<file path="config.mk">
export PLATFORM = sky130hd
export DESIGN_NAME = id_operand_scoreboard
export DESIGN_NICKNAME = d
export VERILOG_FILES = /design/src/rtl/id_operand_scoreboard.sv
export SDC_FILE = /design/constraint.sdc
export NUM_CORES = 1
export LEC_CHECK = 0
export BUFFER_PORTS_ARGS = -buffer_cell sky130_fd_sc_hd__buf_2
export CELL_PAD_IN_SITES_DETAIL_PLACEMENT = 1
export CELL_PAD_IN_SITES_GLOBAL_PLACEMENT = 1
export CORE_ASPECT_RATIO = 1.25
export CORE_MARGIN = 2
export CORE_UTILIZATION = 33
export DETAILED_ROUTE_END_ITERATION = 6
export GPL_ROUTABILITY_DRIVEN = 0
export HOLD_SLACK_MARGIN = 0.05
export MAX_ROUTING_LAYER = met4
export PLACE_DENSITY_LB_ADDON = 0.1
export SLEW_MARGIN = 20
export SYNTH_ARGS = -nofsm -noshare
export SYNTH_HDL_FRONTEND = slang
export SYNTH_HIERARCHICAL = 1
export SYNTH_SLANG_ARGS = --single-unit
</file>
<file path="constraint.sdc">
create_clock -name clk_i -period 5.47 [get_ports clk_i]
set_clock_uncertainty 0.15 [all_clocks]
set_input_delay 1.094 -clock clk_i [delete_from_list [all_inputs] [get_ports clk_i]]
set_output_delay 1.094 -clock clk_i [all_outputs]
set_load 0.01 [all_outputs]
</file>
<file path="src/rtl/id_operand_scoreboard.sv">
// id_operand_scoreboard: decode-stage operand hazard unit.
// Holds one decoded instruction. Tracks in-flight writers in a PIPE_DEPTH-entry
// shift-register scoreboard. Resolves rs1/rs2 from the youngest forwardable
// stage, or from the register file.
// Optional feature: define ID_PERF_CNT_EN to add the stall and flush perf counters.

// Resolves one source operand against the scoreboard.
module id_src_resolve #(
  parameter int XLEN       = 32,
  parameter int PIPE_DEPTH = 3,
  parameter int LOAD_LAT   = 2
)(
  input  logic [4:0]                 addr,
  input  logic                       used,
  input  logic [XLEN-1:0]            rf_data,
  input  logic [PIPE_DEPTH-1:0]      sb_v,
  input  logic [PIPE_DEPTH-1:0][4:0] sb_rd,
  input  logic [PIPE_DEPTH-1:0]      sb_wr,
  input  logic [PIPE_DEPTH-1:0]      sb_ld,
  input  logic [PIPE_DEPTH*XLEN-1:0] stage_result,
  output logic [XLEN-1:0]            op,
  output logic                       hz
);
  logic found, fwd;

  // Scan from the oldest slot to the youngest so the lowest matching slot wins.
  always_comb begin
    found = 1'b0;
    fwd   = 1'b0;
    op    = rf_data;
    for (int k = PIPE_DEPTH-1; k >= 0; k--) begin
      if (sb_v[k] && sb_wr[k] && (sb_rd[k] == addr)) begin
        found = 1'b1;
        fwd   = !sb_ld[k] || (k >= LOAD_LAT-1);
        op    = stage_result[k*XLEN +: XLEN];
      end
    end
    if (addr == 5'd0) op = '0;
    hz = used && (addr != 5'd0) && found && !fwd;
  end
endmodule

module id_operand_scoreboard #(
  parameter int XLEN       = 32,
  parameter int PIPE_DEPTH = 3,
  parameter int LOAD_LAT   = 2
)(
  input  logic                       clk_i,
  input  logic                       rst_i,
  input  logic                       if_valid_i,
  output logic                       if_ready_o,
  input  logic [4:0]                 if_rs1_i,
  input  logic [4:0]                 if_rs2_i,
  input  logic                       if_rs1_used_i,
  input  logic                       if_rs2_used_i,
  input  logic [4:0]                 if_rd_i,
  input  logic                       if_rd_wr_en_i,
  input  logic                       if_is_load_i,
  input  logic [XLEN-1:0]            rf_rs1_data_i,
  input  logic [XLEN-1:0]            rf_rs2_data_i,
  input  logic [PIPE_DEPTH*XLEN-1:0] stage_result_i,
  input  logic                       ex_ready_i,
  input  logic                       flush_i,
  output logic                       id_valid_o,
  output logic [XLEN-1:0]            id_rs1_data_o,
  output logic [XLEN-1:0]            id_rs2_data_o,
  output logic [4:0]                 id_rd_o,
  output logic                       id_stall_o
`ifdef ID_PERF_CNT_EN
  ,
  output logic [31:0]                perf_stall_cnt_o,
  output logic [31:0]                perf_flush_cnt_o
`endif
);
  // Held decode instruction.
  logic       hold_valid;
  logic [1:0][4:0] h_src;
  logic [1:0] h_used;
  logic [4:0] h_rd;
  logic       h_wr, h_ld;

  // Scoreboard: slot 0 = EX, slot PIPE_DEPTH-1 = WB.
  logic [PIPE_DEPTH-1:0]      sb_v, sb_wr, sb_ld;
  logic [PIPE_DEPTH-1:0][4:0] sb_rd;

  logic [1:0][XLEN-1:0] src_rf, src_op;
  logic [1:0]           src_hz;
  logic                 hazard, issue;

  assign src_rf = {rf_rs2_data_i, rf_rs1_data_i};

  for (genvar s = 0; s < 2; s++) begin : g_src
    id_src_resolve #(.XLEN(XLEN), .PIPE_DEPTH(PIPE_DEPTH), .LOAD_LAT(LOAD_LAT)) u_res (
      .addr(h_src[s]), .used(h_used[s]), .rf_data(src_rf[s]),
      .sb_v(sb_v), .sb_rd(sb_rd), .sb_wr(sb_wr), .sb_ld(sb_ld),
      .stage_result(stage_result_i), .op(src_op[s]), .hz(src_hz[s])
    );
  end

  assign hazard        = |src_hz;
  assign id_stall_o    = hold_valid && hazard;
  assign id_valid_o    = hold_valid && !hazard && !flush_i;
  assign issue         = id_valid_o && ex_ready_i;
  assign if_ready_o    = !hold_valid || issue || flush_i;
  assign id_rs1_data_o = src_op[0];
  assign id_rs2_data_o = src_op[1];
  assign id_rd_o       = h_rd;

  // Hold register and scoreboard advance. Both freeze while EX is not ready;
  // a flush still empties the hold slot but pushes no entry.
  always_ff @(posedge clk_i) begin
    if (rst_i) begin
      hold_valid <= 1'b0;
      h_src      <= '0;
      h_used     <= '0;
      h_rd       <= '0;
      h_wr       <= 1'b0;
      h_ld       <= 1'b0;
      sb_v       <= '0;
      sb_rd      <= '0;
      sb_wr      <= '0;
      sb_ld      <= '0;
    end else begin
      if (ex_ready_i) begin
        for (int k = PIPE_DEPTH-1; k >= 1; k--) begin
          sb_v[k]  <= sb_v[k-1];
          sb_rd[k] <= sb_rd[k-1];
          sb_wr[k] <= sb_wr[k-1];
          sb_ld[k] <= sb_ld[k-1];
        end
        sb_v[0]  <= issue;
        sb_rd[0] <= h_rd;
        sb_wr[0] <= h_wr;
        sb_ld[0] <= h_ld;
      end
      if (if_valid_i && if_ready_o) begin
        hold_valid <= 1'b1;
        h_src      <= {if_rs2_i, if_rs1_i};
        h_used     <= {if_rs2_used_i, if_rs1_used_i};
        h_rd       <= if_rd_i;
        h_wr       <= if_rd_wr_en_i;
        h_ld       <= if_is_load_i;
      end else if (issue || flush_i) begin
        hold_valid <= 1'b0;
      end
    end
  end

`ifdef ID_PERF_CNT_EN
  // Free-running event counters; they wrap naturally at 2^32.
  always_ff @(posedge clk_i) begin
    if (rst_i) begin
      perf_stall_cnt_o <= '0;
      perf_flush_cnt_o <= '0;
    end else begin
      if (id_stall_o)            perf_stall_cnt_o <= perf_stall_cnt_o + 32'd1;
      if (flush_i && hold_valid) perf_flush_cnt_o <= perf_flush_cnt_o + 32'd1;
    end
  end
`else
  // Perf counters are not built.
`endif
endmodule

</file>
==> metrics <==
result of the run=complete, no violations; kind of critical path=register to output pin; Pwr per Cell Area=177 nW/µm²; post-CTS sizing=0; DRT iter0 DRCs=200; total global routing overflow=0; worst vdd ir=0.000265 V; Residual DRC=0; dpl cells=901; crit path cell chain=xor2_1 -> nor4_1 -> nand4_1 -> nor2_1 -> nor3b_1 -> or3_1 -> buf_2; number of I/O pins=256; Cell Area, Synth=4240 µm²; Clock transition at path regs=60 ps; Rel. slew slack=42.3%; initial antenna violation count=4; CP peak stage delay=610 ps; leak pwr=2.89 nW; wire per inst=21.4 µm; crit path launch type=register; RSZ-0062 raised after global routing=false; FILL cells=1624; routed vias/inst=5.73; largest net degree at the start of global routing=62; Non-Filler Instances=913; Hold WC Path Type=register to register; clk_lat worst skew=290 ps; Bufs and invs on worst path=1; final count of negative-setup-slack endpoints=0; min cycle time layout=4110 ps; CP delay by family, top=simple AND/OR/NAND/NOR gates; Synth Instances=524; vias after detailed routing=5230; Die Width=105 µm; synthesis warning total=6; Pre-antenna DRT Iters=4; worst path arrival time=2870 ps; first-pass GRT wire length=29600 µm; htree depth=2; syn_area_per_cell=8.09 µm²; TritonCTS Buffers=5; core area=12600 µm²; post-detail-place hpwl=14900 µm; Tightest Pin Transition=865 ps; setup bufs post-CTS=0; fin crit share=75.2%; CTS Sinks=42; setup TNS=0 ps; final WL=19600 µm; gr usage total=27.9%; Post-CTS Hold Fix Bufs=0; Row Count=46; CTS tree=built; vias in the first global route=5219; Final nets=924; slowest CP cell=nand4_1; layout cells sized above 1=38.4%; DRT antenna net count=0; Max Buffers Root-to-Sink=2; Synthesized Nets=708; Worst setup EP type=output pin; IO Port Bufs=255; max cap viols=0; Hold Violations, Final=0; die height=131 µm; Worst EP required=4230 ps; crit-path max FO=12; full die area=13800 µm²; Layout area overhead=33.4%; clk root buf=clkbuf_16; Starting Density=33.6%; fin. max-slew vios=0; fmax=0.243 GHz
state kept, by name (all words and copies together) (netlist names):
register    cells
h_src          10
hold_valid      1
sb_wr           3
h_used          2
sb_rd          15
sb_v            3
sb_ld           1
h_wr            1
h_ld            1
id_rd_o         5
final timing paths:
kind | start | to | slack, ps | cells past startpoint
min reg2reg | h_ld | h_ld | 330 | 2
max | h_src[8] | if_ready_o | 1360 | 7
max reg2reg | h_src[8] | h_src[1] | 2460 | 8
min | h_ld | h_ld | 330 | 2
power breakdown:
group / switching [mW] / internal, mW
Combinational: 0.224 / 0.161
Clock: 0.114 / 0.165
Sequential: 0.0191 / 0.319
Total: 0.357 / 0.645
layer usage:
| metal | wire (µm) | track usage, % | up-vias |
|---|---|---|---|
| met5 | 0 | - | - |
| met4 | 399 | 7.06 | 0 |
| met3 | 1160 | 5.06 | 28 |
| met2 | 10200 | 49.8 | 193 |
| met1 | 7810 | 32.3 | 2585 |
| li1 | - | - | 2424 |
stage by stage:
step | setup slack, ps | hold slack (ps) | instance area, µm² | power, mW | util [%]
floorplan | 2350 | 298 | 4240 | 0.557 | -
global placement | 1790 | 315 | 5510 | 0.721 | 43.7
detailed placement | 1790 | 327 | 5510 | 0.729 | 43.7
CTS | 1410 | 336 | 5640 | 1.01 | 44.8
global route | 1170 | 346 | 5650 | 1.05 | 44.9
finish | 1360 | 332 | 5660 | 1.00 | 44.9
cell usage in the layout (no fill, tap or decap), drive strengths merged, types with 5 or more instances in the layout:
cell type / instances
buf: 267
mux2i: 105
nand4: 70
nand3: 68
o211ai: 64
dfxtp: 42
nand2b: 38
nor2: 30
xor2: 16
xnor2: 14
diode: 5
clkbuf: 5
worst min-delay path, cell delays in order, from the launching register on:
cell and delay, ps:
dfxtp_1 310, nand2b_1 60, mux2i_1 50
final cells by class:
type | count | area, µm² | share of cell area [%]
clock inverters | 2 | 10.0 | 0.177
flip-flops and latches | 42 | 841 | 14.9
inverters | 2 | 7.51 | 0.133
clock buffers | 5 | 125 | 2.21
well taps | 168 | 210 | 3.72
repair buffers | 267 | 1370 | 24.2
diodes | 5 | 12.5 | 0.221
multi-input cells | 422 | 3080 | 54.5
Note: power is estimated with default switching activity, not from simulation.
